`config.mk`:
```
export PLATFORM = sky130hd
export DESIGN_NAME = io_access_ctrl
export DESIGN_NICKNAME = d
export VERILOG_FILES = /design/src/rtl/io_access_ctrl.sv
export SDC_FILE = /design/constraint.sdc
export NUM_CORES = 1
export LEC_CHECK = 0
export ABC_AREA = 1
export ABC_CLOCK_PERIOD_IN_PS = 8150
export CAP_MARGIN = 10
export CELL_PAD_IN_SITES_DETAIL_PLACEMENT = 0
export CELL_PAD_IN_SITES_GLOBAL_PLACEMENT = 1
export CORE_MARGIN = 2
export CORE_UTILIZATION = 32
export DETAILED_ROUTE_END_ITERATION = 12
export PLACE_DENSITY_LB_ADDON = 0.05
export SETUP_SLACK_MARGIN = 0.1
export SLEW_MARGIN = 20
export SYNTH_ARGS = -nofsm -noshare
export SYNTH_HDL_FRONTEND = slang
export SYNTH_SLANG_ARGS = --single-unit
```
`constraint.sdc`:
```
create_clock -name clk -period 8.15 [get_ports clk]
set_input_delay 0.815 -clock clk [delete_from_list [all_inputs] [get_ports clk]]
set_output_delay 0.815 -clock clk [all_outputs]
set_load 0.05 [all_outputs]
```
`src/rtl/io_access_ctrl.sv`:
```
// Memory-mapped I/O access sequencer for the multicycle CPU: decodes the region,
// strobes the target device for one cycle, stalls until the device answers, and owns the countdown timer.
module io_access_ctrl #(
  parameter int unsigned TIMEOUT = 16,
  parameter logic [5:0]  TMR_RST = 6'd10
) (
  input  logic        clk,
  input  logic        rst,
  input  logic        tick_1s,
  input  logic        cpu_req,
  input  logic        cpu_we,
  input  logic [31:0] cpu_addr,
  input  logic [31:0] cpu_wdata,
  output logic        cpu_stall,
  output logic        cpu_done,
  output logic        cpu_err,
  output logic [31:0] cpu_rdata,
  output logic [3:0]  dev_sel,
  output logic        dev_we,
  output logic [23:0] dev_addr,
  output logic [31:0] dev_wdata,
  input  logic        mem_ack,
  input  logic [31:0] mem_rdata,
  input  logic        vga_ack,
  input  logic        kbd_ready,
  input  logic [7:0]  kbd_data,
  input  logic [1:0]  ran_data
);

  localparam int unsigned     CW       = $clog2(TIMEOUT + 1);
  localparam logic [CW-1:0]   CNT_LAST = CW'(TIMEOUT - 1);

  // dev_sel bit positions {kbd,ran,vga,mem}
  localparam int unsigned SEL_MEM = 0;
  localparam int unsigned SEL_VGA = 1;
  localparam int unsigned SEL_RAN = 2;
  localparam int unsigned SEL_KBD = 3;

  typedef enum logic [1:0] {S_IDLE, S_ISSUE, S_WAIT, S_DONE} state_e;
  typedef enum logic [2:0] {RG_MEM, RG_VGA, RG_KBD, RG_RAN, RG_TMR, RG_NONE} region_e;

  function automatic region_e decode_region(input logic [7:0] r);
    case (r)
      8'h00:   return RG_MEM;
      8'h40:   return RG_VGA;
      8'h80:   return RG_KBD;
      8'hC0:   return RG_RAN;
      8'hE0:   return RG_TMR;
      default: return RG_NONE;
    endcase
  endfunction

  state_e        state_q,  state_d;
  region_e       region_q, region_d;
  logic          we_q,     we_d;
  logic [23:0]   addr_q,   addr_d;
  logic [31:0]   wdata_q,  wdata_d;
  logic [31:0]   rdata_q,  rdata_d;
  logic          err_q,    err_d;
  logic [CW-1:0] cnt_q,    cnt_d;
  logic [5:0]    timer_q,  timer_d;
  logic [3:0]    sel_c;

  // NOTE: every register is assigned with <= so all state updates use pre-edge values.
  always_ff @(posedge clk or posedge rst) begin
    if (rst) begin
      state_q  <= S_IDLE;
      region_q <= RG_NONE;
      we_q     <= 1'b0;
      addr_q   <= '0;
      wdata_q  <= '0;
      rdata_q  <= '0;
      err_q    <= 1'b0;
      cnt_q    <= '0;
      timer_q  <= TMR_RST;
    end else begin
      state_q  <= state_d;
      region_q <= region_d;
      we_q     <= we_d;
      addr_q   <= addr_d;
      wdata_q  <= wdata_d;
      rdata_q  <= rdata_d;
      err_q    <= err_d;
      cnt_q    <= cnt_d;
      timer_q  <= timer_d;
    end
  end

  // NOTE: every signal driven here gets a default first, so no path leaves it unassigned (no latches).
  always_comb begin
    state_d  = state_q;
    region_d = region_q;
    we_d     = we_q;
    addr_d   = addr_q;
    wdata_d  = wdata_q;
    rdata_d  = rdata_q;
    err_d    = err_q;
    cnt_d    = cnt_q;
    timer_d  = (tick_1s && timer_q != 6'd0) ? timer_q - 1'b1 : timer_q;
    sel_c    = '0;

    case (state_q)
      S_IDLE: begin
        if (cpu_req) begin
          we_d     = cpu_we;
          addr_d   = cpu_addr[23:0];
          wdata_d  = cpu_wdata;
          region_d = decode_region(cpu_addr[31:24]);
          err_d    = 1'b0;
          state_d  = S_ISSUE;
        end
      end

      S_ISSUE: begin
        case (region_q)
          RG_MEM: begin
            sel_c[SEL_MEM] = 1'b1;
            cnt_d          = '0;
            state_d        = S_WAIT;
          end
          RG_VGA: begin
            sel_c[SEL_VGA] = 1'b1;
            cnt_d          = '0;
            state_d        = S_WAIT;
          end
          RG_KBD: begin
            // Reads strobe only when the FIFO pops, keeping one strobe per access.
            sel_c[SEL_KBD] = we_q;
            cnt_d          = '0;
            state_d        = S_WAIT;
          end
          RG_RAN: begin
            sel_c[SEL_RAN] = 1'b1;
            if (!we_q) rdata_d = {30'b0, ran_data};
            state_d        = S_DONE;
          end
          RG_TMR: begin
            if (we_q) timer_d = wdata_q[5:0];
            else      rdata_d = {26'b0, timer_q};
            state_d = S_DONE;
          end
          default: begin
            err_d   = 1'b1;
            rdata_d = '0;
            state_d = S_DONE;
          end
        endcase
      end

      S_WAIT: begin
        case (region_q)
          RG_MEM, RG_VGA: begin
            if ((region_q == RG_MEM) ? mem_ack : vga_ack) begin
              if (!we_q) rdata_d = (region_q == RG_MEM) ? mem_rdata : 32'd0;
              state_d = S_DONE;
            end else if (cnt_q == CNT_LAST) begin
              err_d   = 1'b1;
              rdata_d = '0;
              state_d = S_DONE;
            end else begin
              cnt_d = cnt_q + 1'b1;
            end
          end
          RG_KBD: begin
            if (we_q) begin
              state_d = S_DONE;
            end else if (kbd_ready) begin
              sel_c[SEL_KBD] = 1'b1;
              rdata_d        = {24'b0, kbd_data};
              state_d        = S_DONE;
            end
          end
          default: state_d = S_DONE;
        endcase
      end

      S_DONE:  state_d = S_IDLE;
      default: state_d = S_IDLE;
    endcase
  end

  assign cpu_stall = (state_q == S_ISSUE) || (state_q == S_WAIT);
  assign cpu_done  = (state_q == S_DONE);
  assign cpu_err   = cpu_done && err_q;
  assign cpu_rdata = rdata_q;
  assign dev_sel   = sel_c;
  assign dev_we    = we_q && (sel_c != 4'b0000);
  assign dev_addr  = addr_q;
  assign dev_wdata = wdata_q;

endmodule

```
## Word-level counts from Yosys, hierarchy flattened

Index checks and enable logic that the tools add are counted.

| operators by class | value |
|---|---|
| add/subtract/negate cells | 2 |
| eq/ne operators | 28 |
| muxes and demuxes | 45 |
| reduce and logical (&&, ||, !) cells | 19 |

Operator list:

| cell | number |
|---|---|
| 32-bit two-way mux | 8 |
| 32-bit case mux with 2 select lines | 2 |
| 32-bit case mux with 3 select lines | 1 |
| 8-bit equality test (second input constant) | 3 |
| 6-bit two-way mux | 4 |
| 5-bit two-way mux | 4 |
| 3-bit case mux with 5 select lines | 1 |
| 1-bit two-way mux | 14 |
| 2-bit inequality test (second input constant) | 7 |
| 3-bit inequality test (second input constant) | 4 |
| 4-bit inequality test (second input constant) | 3 |
| 2-bit two-way mux | 5 |
| 5-bit case mux with 2 select lines | 1 |
| 9-bit AND reduction | 1 |
| 8-bit by 7-bit equality test with 1-bit output (second input constant) | 1 |
| 8-bit logical NOT | 1 |
| 2-bit case mux with 4 select lines | 1 |
| 3-bit by 2-bit equality test with 1-bit output (second input constant) | 2 |
| 6-bit AND reduction | 1 |
| 6-bit nonzero test | 1 |
| 6-bit by 1-bit subtractor with 6-bit output (second input constant) | 1 |
| 5-bit by 1-bit adder with 5-bit output (second input constant) | 1 |
| 5-bit by 4-bit equality test with 1-bit output (second input constant) | 1 |
| 5-bit AND reduction | 1 |
| other kinds (22) | 25 |

| word-level totals | value |
|---|---|
| register bits | 106 |
| input bits | 114 |
| output and inout bits | 96 |
| logic and storage cells | 103 |

## Logic depth before layout (Yosys ltp)

Gate-level depths: netlist of the first run.

| logic depth | value |
|---|---|
| depth after elaboration | 6 |
| gate-level depth with buffers | 14 |
| depth with buffers taken out | 13 |

## Least setup slack after synthesis of the first run

No wires, ideal clock.

| timing path | value |
|---|---|
| path type | register -> output |
| start point | reg state_q[1] |
| end point | out dev_we |
| arrival time | 2.373 ns |
| data required time | 7.335 ns |
| slack | 4.962 ns |
| stages on the path, launching flop included | 7 |
| buffers on the path | 0 |
| path through | dfrtp_1 -> inv_1 -> ha_1 -> inv_1 -> nor2_1 -> a31oi_1 -> a21oi_1 |

| between the ends | value |
|---|---|
| longest elaborated chain between the ends | 4 |
| elaborated cells between the ends (all ways) | 6 |
| those cells by class | 2 x eq/ne; 2 x mux; 2 x reduce/logical |

RTL lines:

| item | line | RTL |
|---|---|---|
| start, declared | 53 | `state_e state_q, state_d;` |
| start signal, assigned | 77 | `state_q <= state_d;` |
| 2-bit by 1-bit equality test with 1-bit output | 102 | `case (state_q)` |
| 3-bit two-way mux | 102 |  |
| named net dev_sel[0] | 18 | `output logic [3:0] dev_sel,` |
| 4-bit nonzero test | 187 | `assign dev_we = we_q && (sel_c != 4'b0000);` |
| 1-bit logical AND | 187 |  |
| end, declared | 19 | `output logic dev_we,` |

The timed path passes the listed nets, and every way through them passes these cells.

## Worst setup path in the final report of the first run

| timing path | value |
|---|---|
| start point | reg state_q[0] |
| end point | out dev_we |

| between the ends | value |
|---|---|
| longest elaborated chain between the ends | 4 |
| elaborated cells between the ends (all ways) | 6 |
| those cells by class | 2 x eq/ne; 2 x mux; 2 x reduce/logical |

RTL lines:

| item | line |
|---|---|
| 2-bit equality test / 2-bit by 1-bit equality test with 1-bit output (equally long branches) | 102 |
| 1-bit case mux with 2 select lines / 3-bit two-way mux (equally long branches) | 102 |
| 4-bit nonzero test * | 187 |
| 1-bit logical AND * | 187 |

Every way passes the cells marked *; elsewhere a longest branch is shown, timed or not.

==> results of run 1 <==
==> final cells by class <==
class / instances / area, um^2
sequential: 106 / 2660
multi-input combinational: 489 / 2140
tap: 216 / 270
fill: 1589 / 8150
timing repair buffer: 211 / 2110
clock buffer: 12 / 256
inverter: 63 / 239
clock inverter: 4 / 57.6
==> per-layer routing <==
| layer | share of wire, % | vias up | GRT usage (%) |
|---|---|---|---|
| li1 | - | 2491 | - |
| met1 | 44 | 2263 | 23.1 |
| met2 | 45 | 171 | 28.6 |
| met3 | 8.5 | 24 | 6.13 |
| met4 | 2.4 | 0 | 7.19 |
| met5 | 0 | - | 0 |
==> power groups by stage <==
stage / registers, mW / clock network (mW) / logic, mW
floorplan: 1.24 / 0 / 0.563
detailed placement: 0.800 / 0 / 1.45
global placement: 0.798 / 0 / 1.43
finish: 0.796 / 0.464 / 1.43
global route: 0.821 / 0.501 / 1.55
CTS: 0.798 / 0.481 / 1.45
==> stage by stage <==
stage	cells	util [%]	total power [mW]	cell area [um^2]	hold slack (ns)
after floorplan	689	-	1.80	5220	0.453
after global placement	1085	46.7	2.23	7420	0.452
after detailed placement	1085	46.7	2.25	7420	0.458
after CTS	1101	48.7	2.73	7730	0.477
after global routing	1101	48.7	2.87	7730	0.490
final	1101	48.7	2.69	7730	0.473
==> sequential cells by signal (all words and copies together) (netlist names) <==
signal / count
we_q: 1
cpu_rdata: 32
dev_wdata: 32
region_q: 3
dev_addr: 24
state_q: 2
cnt_q: 5
err_q: 1
timer_q: 6
==> placed cells by master (no fill, tap or decap), types with 2 or more instances in the layout <==
| cell type | n |
|---|---|
| o21ai_0 | 20 |
| inv_1 | 57 |
| buf_4 | 2 |
| nor3_1 | 3 |
| inv_2 | 4 |
| dfrtp_1 | 102 |
| nand4_1 | 11 |
| dfstp_2 | 4 |
| a21oi_1 | 6 |
| clkdlybuf4s50_1 | 209 |
| ha_1 | 10 |
| clkbuf_8 | 2 |
| a31oi_1 | 2 |
| nand3_1 | 49 |
| or2_2 | 3 |
| clkbuf_16 | 9 |
| nor2_4 | 2 |
| nor2_1 | 44 |
| xor2_1 | 2 |
| nand3_2 | 3 |
| nand2_1 | 325 |
| nand2_2 | 4 |
==> kinds of logic (layout without fill, tap and decap cells) <==
logic type / count (synthesis) / in the layout / synth area share [%]
fa+ha+maj: 10 / 10 / 2.40
buf+inv: 94 / 290 / 7.99
compound gates: 29 / 29 / 2.88
flops: 106 / 106 / 51.0
xor+xnor: 2 / 2 / 0.336
simple gates: 448 / 448 / 35.4
==> how the worst max path moves through the flow <==
stage                     slack (ns)  cells past startpoint                    from                   end
final                           4.24                      7  state_q[0]$_DFFE_PP0P_                dev_we
after global routing            4.00                      7  state_q[0]$_DFFE_PP0P_                dev_we
after CTS                       4.21                      7  state_q[0]$_DFFE_PP0P_                dev_we
after detailed placement        4.59                      7  state_q[0]$_DFFE_PP0P_                dev_we
after global placement          4.67                      7  state_q[0]$_DFFE_PP0P_                dev_we
after floorplan                 4.55                      1                     rst  cnt_q[0]$_DFFE_PP0P_
==> tightest hold or removal path, delay by kind of cell (launching register included) <==
family           cells  cell delay, ns
AND/OR/NAND/NOR      2            0.10
flip-flops           1            0.34
==> run metrics, run 1 <==
min Tclk post-route=3.91 ns; routed wire length=15.6 mm; Synth top area share=48.9%; DRT Pass-1 Iters=4; Net Count, Synth=813; top-count cell post-synth=nand2_1; 1st-iter DRT viols=219; HP Class=reg -> reg; element type at the critical path end=primary output; register bit total from synthesis=106; clk buf depth=2; CP most frequent cell=inv_1; IO Pins=210; worst rel slew slack=31.0%; largest net degree at the start of global routing=64; clk_lat worst skew=0.35 ns; Required @ worst endpoint=7.34 ns; delay-heaviest family, CP=buffers and inverters; count of final setup violators=0; setup TNS=0 ns; synthesis-to-finish area growth=48.2%; sequential power share=29.6%; Comb pwr share=53.2%; Avg Inst Size Synth=7.57 um^2; number of synthesized flops with an enable pin=0; layout cell share with drive strength beyond 1=4.52%; core footprint=15,900 um^2; Post-Syn Area=5220 um^2; number of buffers created by CTS=9; GRT Util Overall=18.2%; final max-slew violation count=0; final worst-path cycle share=47.9%; top cells by count, synth=326 x nand2_1, 102 x dfrtp_1, 58 x inv_1, 49 x nand3_1, 44 x nor2_1; Slowest Stage Delay on Critical Path=0.81 ns; Max rail drop VDD=211 uV; # resized after CTS=0; Final WS setup=4.24 ns; Die Wd=132 um; Clock Skew=0.00767 ns; first-pass GRT wire length=25.5 mm; row cnt=46; Worst-path clk slew=0.07 ns; Mapped Cells=689; Reg2Reg Depth=12; clock root buffer=clkbuf_16; register area share after synthesis=51.0%; worst reg2reg setup slack=5.02 ns; via count=4,949; Residual DRC=0; Initial Util=32.8%; Final Hold Viols=0; top post-synthesis cells by area=dfrtp_1 49%, nand2_1 23%, nand3_1 4.7%; Ant. Diodes=0; worst setup path class=reg -> out; TritonCTS clock tree=yes; crit path max fanout=17; Clock power frac=17.2%; Hold Path Sink=cpu_rdata[14]$_DFFE_PP0P_; Yosys top cell by area=dfrtp_1; r2r startpoint=state_q[0]$_DFFE_PP0P_; Max-cap violations=0; Pwr Density=348 nW/um^2; post-CTS setup buffer count=0; Routed WL per cell=14.2 um; Sw Ratio=48.9%; RSZ-0062 raised after global routing=no; cell internal pwr=1.38 mW; post-DP HPWL=11.1 mm; H-tree levels=3; antenna violations before repair=0; Cell Chain, Critical Path=inv_1 -> ha_1 -> inv_1 -> nand2_1 -> nand4_1 -> a21oi_1 -> clkdlybuf4s50_1; P_leak=3.92 nW; YS warnings=0; prevailing post-synth register cell=dfrtp_1; hold path depth=2; hold-fix buffers at CTS=0; Tightest Pin Transition=1.03 ns; ANT nets after route=0; DIE AREA=17,300 um^2; Sw Pwr=1.32 mW; pre-CTS WS=4.59 ns; Vias per Instance=4.50; number of global-route vias before repair=5,022; Die Ht=132 um; total gr overflow=0; CP arrival=3.09 ns; fmax=0.256 GHz; post-synth cell types=29; CP Buf/Inv Count=3; capturing point of the worst reg2reg path=cpu_rdata[31]$_DFFE_PP0P_; CTS Sinks=106; Final nets=1,004; Worst Min Path Start=cpu_rdata[14]$_DFFE_PP0P_; ys async rst share=100%; slowest CP cell=clkdlybuf4s50_1; routability congestion estimate=0.862; status=completed; # port buffers=209; CP startpoint kind=flip-flop
No activity file was read; power rests on OpenSTA's default activity.
==> inputs of run 2 (changes only) <==
- ABC_CLOCK_PERIOD_IN_PS: 8150 -> 3900
- CORE_UTILIZATION: 32 -> 30
- clock period: 8.15 -> 3.9 ns (I/O delays scaled with it)
==> run metrics, run 2 (same netlist as run 1, synthesis figures left out) <==
ANT nets after route=0; Clock power frac=15.9%; # port buffers=209; H-tree levels=3; DIE AREA=18,500 um^2; total gr overflow=0; clk_lat worst skew=0.35 ns; routed wire length=15.4 mm; Die Wd=136 um; element type at the critical path end=primary output; most frequent cells in the layout=325 x nand2_1, 209 x clkdlybuf4s50_1, 102 x dfrtp_1, 57 x inv_1, 49 x nand3_1; # fillers=1,706; IO Pins=210; Sw Ratio=49.1%; number of buffers created by CTS=9; Ant. Diodes=0; # resized after CTS=0; clk buf depth=2; TritonCTS clock tree=yes; antenna violations before repair=0; Max-cap violations=0; Sw Pwr=2.72 mW; clock root buffer=clkbuf_16; Max rail drop VDD=395 uV; Residual DRC=0; Pwr Density=716 nW/um^2; status=completed; commonest non-fill, non-tap cell in the layout=nand2_1; CTS Sinks=106; setup TNS=0 ns; via count=4,916; worst setup path class=reg -> out; routability congestion estimate=0.760; Die Ht=136 um; DRT Pass-1 Iters=5; first-pass GRT wire length=24.5 mm; Final WS setup=0.603 ns; Initial Util=30.5%; post-DP HPWL=11.2 mm; synthesis-to-finish area growth=48.5%; number of global-route vias before repair=4,863; count of final setup violators=0; HP Class=reg -> reg; Required @ worst endpoint=3.51 ns; hold-fix buffers at CTS=0; Final Hold Viols=0; final max-slew violation count=0; Clock Skew=0.00796 ns; sequential power share=29.8%; worst rel slew slack=31.5%; P_leak=3.92 nW; layout cell share with drive strength beyond 1=4.84%; core footprint=17,100 um^2; CP arrival=2.91 ns; crit path max fanout=17; Worst-path clk slew=0.07 ns; final worst-path cycle share=84.5%; fmax=0.303 GHz; Tightest Pin Transition=1.03 ns; Comb pwr share=54.3%; post-CTS setup buffer count=0; Vias per Instance=4.42; min Tclk post-route=3.30 ns; pre-CTS WS=0.947 ns; cell internal pwr=2.83 mW; largest net degree at the start of global routing=64; GRT Util Overall=16.9%; 1st-iter DRT viols=191; Final nets=1,007; RSZ-0062 raised after global routing=no; Routed WL per cell=13.8 um; row cnt=48; CP startpoint kind=flip-flop
-- run 2: cell types whose count changed in the layout (fill, tap and decap cells not counted), sizes merged --
cell	change
buf	+3
bufinv	-1
clkinv	+3
inv	-2
-- run 2: worst max-delay path, stage by stage, from the launching register on --
cell and delay, ns:
dfrtp_1 0.45, inv_1 0.11, ha_1 0.20, buf_4 0.19, inv_1 0.25, nor2_1 0.11, nor2_1 0.09, nand4_1 0.12
a21oi_1 0.20, clkdlybuf4s50_1 0.83
-- run 2: cell type report --
cell class	instances	area (um^2)	area share, %
Sequential cell	106	2660	34.3
Multi-Input combinational cell	489	2140	27.7
Timing Repair Buffer	214	2140	27.7
Tap cell	225	282	3.63
Clock buffer	12	256	3.31
Inverter	63	239	3.09
Clock inverter	4	26.3	0.339
-- run 2: stage by stage --
step / hold WS (ns) / util, % / cell area (um^2) / power [mW] / instances
final: 0.474 / 45.3 / 7750 / 5.55 / 1113
after global placement: 0.454 / 43.6 / 7460 / 4.69 / 1097
after floorplan: 0.453 / - / 5220 / 3.76 / 689
after CTS: 0.477 / 45.3 / 7750 / 5.64 / 1113
after global routing: 0.493 / 45.3 / 7750 / 5.93 / 1113
after detailed placement: 0.460 / 43.6 / 7460 / 4.72 / 1097
-- run 2: power by group through the flow --
stage / registers (mW) / logic (mW) / clock network [mW]
6_report: 1.65 / 3.01 / 0.883
5_1_grt: 1.71 / 3.25 / 0.974
4_1_cts: 1.66 / 3.06 / 0.920
3_5_place_dp: 1.67 / 3.06 / 0
3_3_place_gp: 1.66 / 3.03 / 0
2_1_floorplan: 2.58 / 1.18 / 0
-- run 2: routing by layer --
| layer | vias up | track usage, % | share of wire (%) |
|---|---|---|---|
| li1 | 2494 | - | - |
| met1 | 2251 | 20.7 | 44 |
| met2 | 155 | 28.1 | 46 |
| met3 | 16 | 5.48 | 8.4 |
| met4 | 0 | 6.02 | 1.5 |
| met5 | - | 0 | 0 |
-- run 2: path summary, 6_finish.rpt --
kind                                      startpoint                   endpoint  slack [ns]  cells past startpoint
setup / recovery              state_q[0]$_DFFE_PP0P_                     dev_we        0.60                      9
hold / removal             cpu_rdata[11]$_DFFE_PP0P_  cpu_rdata[11]$_DFFE_PP0P_        0.47                      2
setup reg to reg              state_q[0]$_DFFE_PP0P_   cpu_rdata[1]$_DFFE_PP0P_        1.35                     13
hold reg to reg            cpu_rdata[11]$_DFFE_PP0P_  cpu_rdata[11]$_DFFE_PP0P_        0.47                      2
max in group asynchronous                        rst       timer_q[3]$_DFF_PP1_        2.57                      3
min in group asynchronous                        rst   dev_addr[23]$_DFFE_PP0P_        0.52                      2
==> inputs of run 3 (changes only) <==
- ABC_CLOCK_PERIOD_IN_PS: 3900 -> 3200
- clock period: 3.9 -> 3.2 ns (I/O delays scaled with it)
==> run metrics, run 3 (same netlist as run 1, synthesis figures left out) <==
DRT Pass-1 Iters=4; setup TNS=0 ns; Final WS setup=0.511 ns; P_leak=3.98 nW; CP most frequent cell=inv_1; worst setup path class=reg -> out; antenna violations before repair=0; clk buf depth=2; Required @ worst endpoint=2.88 ns; largest net degree at the start of global routing=57; Routed WL per cell=14.4 um; Ant. Diodes=0; GRT Util Overall=17.3%; commonest non-fill, non-tap cell in the layout=nand2_1; TritonCTS clock tree=yes; most frequent cells in the layout=325 x nand2_1, 207 x clkdlybuf4s50_1, 102 x dfrtp_1, 57 x inv_1, 49 x nand3_1; 1st-iter DRT viols=184; total gr overflow=0; crit path max fanout=5; Max-cap violations=0; Worst-path clk slew=0.08 ns; worst rel slew slack=62.4%; IO Pins=210; post-DP HPWL=11.6 mm; ANT nets after route=0; HP Class=in -> async; Tightest Pin Transition=0.563 ns; Pwr Density=894 nW/um^2; clock root buffer=clkbuf_16; RSZ-0062 raised after global routing=no; min Tclk post-route=2.69 ns; capturing point of the worst reg2reg path=cpu_rdata[28]$_DFFE_PP0P_; fmax=0.372 GHz; Max rail drop VDD=500 uV; Vias per Instance=4.43; Initial Util=30.5%; Cell Chain, Critical Path=inv_1 -> ha_1 -> inv_1 -> nor3_1 -> clkdlybuf4s50_1; core footprint=17,100 um^2; element type at the critical path end=primary output; Residual DRC=0; clk_lat worst skew=0.35 ns; # fillers=1,707; Final nets=1,010; layout cell share with drive strength beyond 1=5.39%; CTS Sinks=106; count of final setup violators=0; Slowest Stage Delay on Critical Path=0.84 ns; via count=4,946; status=completed; worst reg2reg setup slack=0.92 ns; # port buffers=209; Die Ht=136 um; CP arrival=2.37 ns; pre-CTS WS=0.611 ns; delay-heaviest family, CP=buffers and inverters; row cnt=48; routed wire length=16.1 mm; CP startpoint kind=flip-flop; Util after Layout=45.7%; r2r startpoint=state_q[0]$_DFFE_PP0P_; synthesis-to-finish area growth=50.0%; Final Hold Viols=0; number of buffers created by CTS=9; DIE AREA=18,500 um^2; final worst-path cycle share=84.0%; CP Buf/Inv Count=3; routability congestion estimate=0.839; slowest CP cell=clkdlybuf4s50_1; first-pass GRT wire length=24.8 mm; Reg2Reg Depth=12; Clock Skew=0.00933 ns; final max-slew violation count=0; Die Wd=136 um; number of global-route vias before repair=4,858; H-tree levels=3
-- run 3: cell types whose count changed in the layout (fill, tap and decap cells not counted), sizes merged --
| cell | change |
|---|---|
| buf | +4 |
| clkbuf | -3 |
| bufinv | +2 |
| clkdlybuf4s50 | -2 |
| clkinv | -1 |
| clkinvlp | +1 |
| dlymetal6s2s | +1 |
| inv | +1 |
-- run 3: layout make-up --
class / instances / area, um^2 / area share [%]
inverter: 63 / 240 / 3.07
sequential: 106 / 2660 / 34.0
tap: 225 / 282 / 3.60
clock buffer: 9 / 225 / 2.88
multi-input combinational: 489 / 2140 / 27.4
clock inverter: 7 / 113 / 1.44
timing repair buffer: 217 / 2160 / 27.7
-- run 3: repair_timing --
action,4_1_cts,5_1_grt
buffers inserted,0,0
hold buffers,0,0
endpoints found under the setup margin,0,1
resized for setup,0,1
-- run 3: through the flow --
step	std cells	total power [mW]	hold WS, ns	instance area (um^2)
6_report	1116	6.99	0.366	7830
4_1_cts	1116	7.09	0.375	7820
3_3_place_gp	1100	5.76	0.453	7480
3_5_place_dp	1100	5.80	0.459	7480
2_1_floorplan	689	4.58	0.430	5220
5_1_grt	1116	7.42	0.415	7830
-- run 3: power by group --
group	switching, mW	total [mW]	internal [mW]
Clock	0.554	1.26	0.703
Combinational	2.58	3.71	1.13
Sequential	0.271	2.03	1.75
-- run 3: metal layers --
layer | GRT usage [%] | share of wire (%) | wire (um) | vias up
met5 | 0 | 0 | 0 | -
met4 | 5.21 | 1.2 | 187 | 0
met3 | 6.34 | 9.7 | 1560 | 12
met2 | 28.7 | 46 | 7420 | 168
met1 | 21.1 | 43 | 6930 | 2261
li1 | - | - | - | 2505
-- run 3: how the worst max path moves through the flow --
| stage | cells past startpoint | slack (ns) | start | end |
|---|---|---|---|---|
| 2_1_floorplan | 6 | 0.51 | state_q[1]$_DFFE_PP0P_ | dev_we |
| 6_report | 5 | 0.51 | state_q[1]$_DFFE_PP0P_ | dev_sel[2] |
| 5_1_grt | 8 | 0.40 | state_q[0]$_DFFE_PP0P_ | dev_sel[3] |
| 3_3_place_gp | 8 | 0.70 | state_q[0]$_DFFE_PP0P_ | dev_sel[3] |
| 4_1_cts | 8 | 0.21 | state_q[0]$_DFFE_PP0P_ | dev_sel[3] |
| 3_5_place_dp | 8 | 0.61 | state_q[0]$_DFFE_PP0P_ | dev_sel[3] |
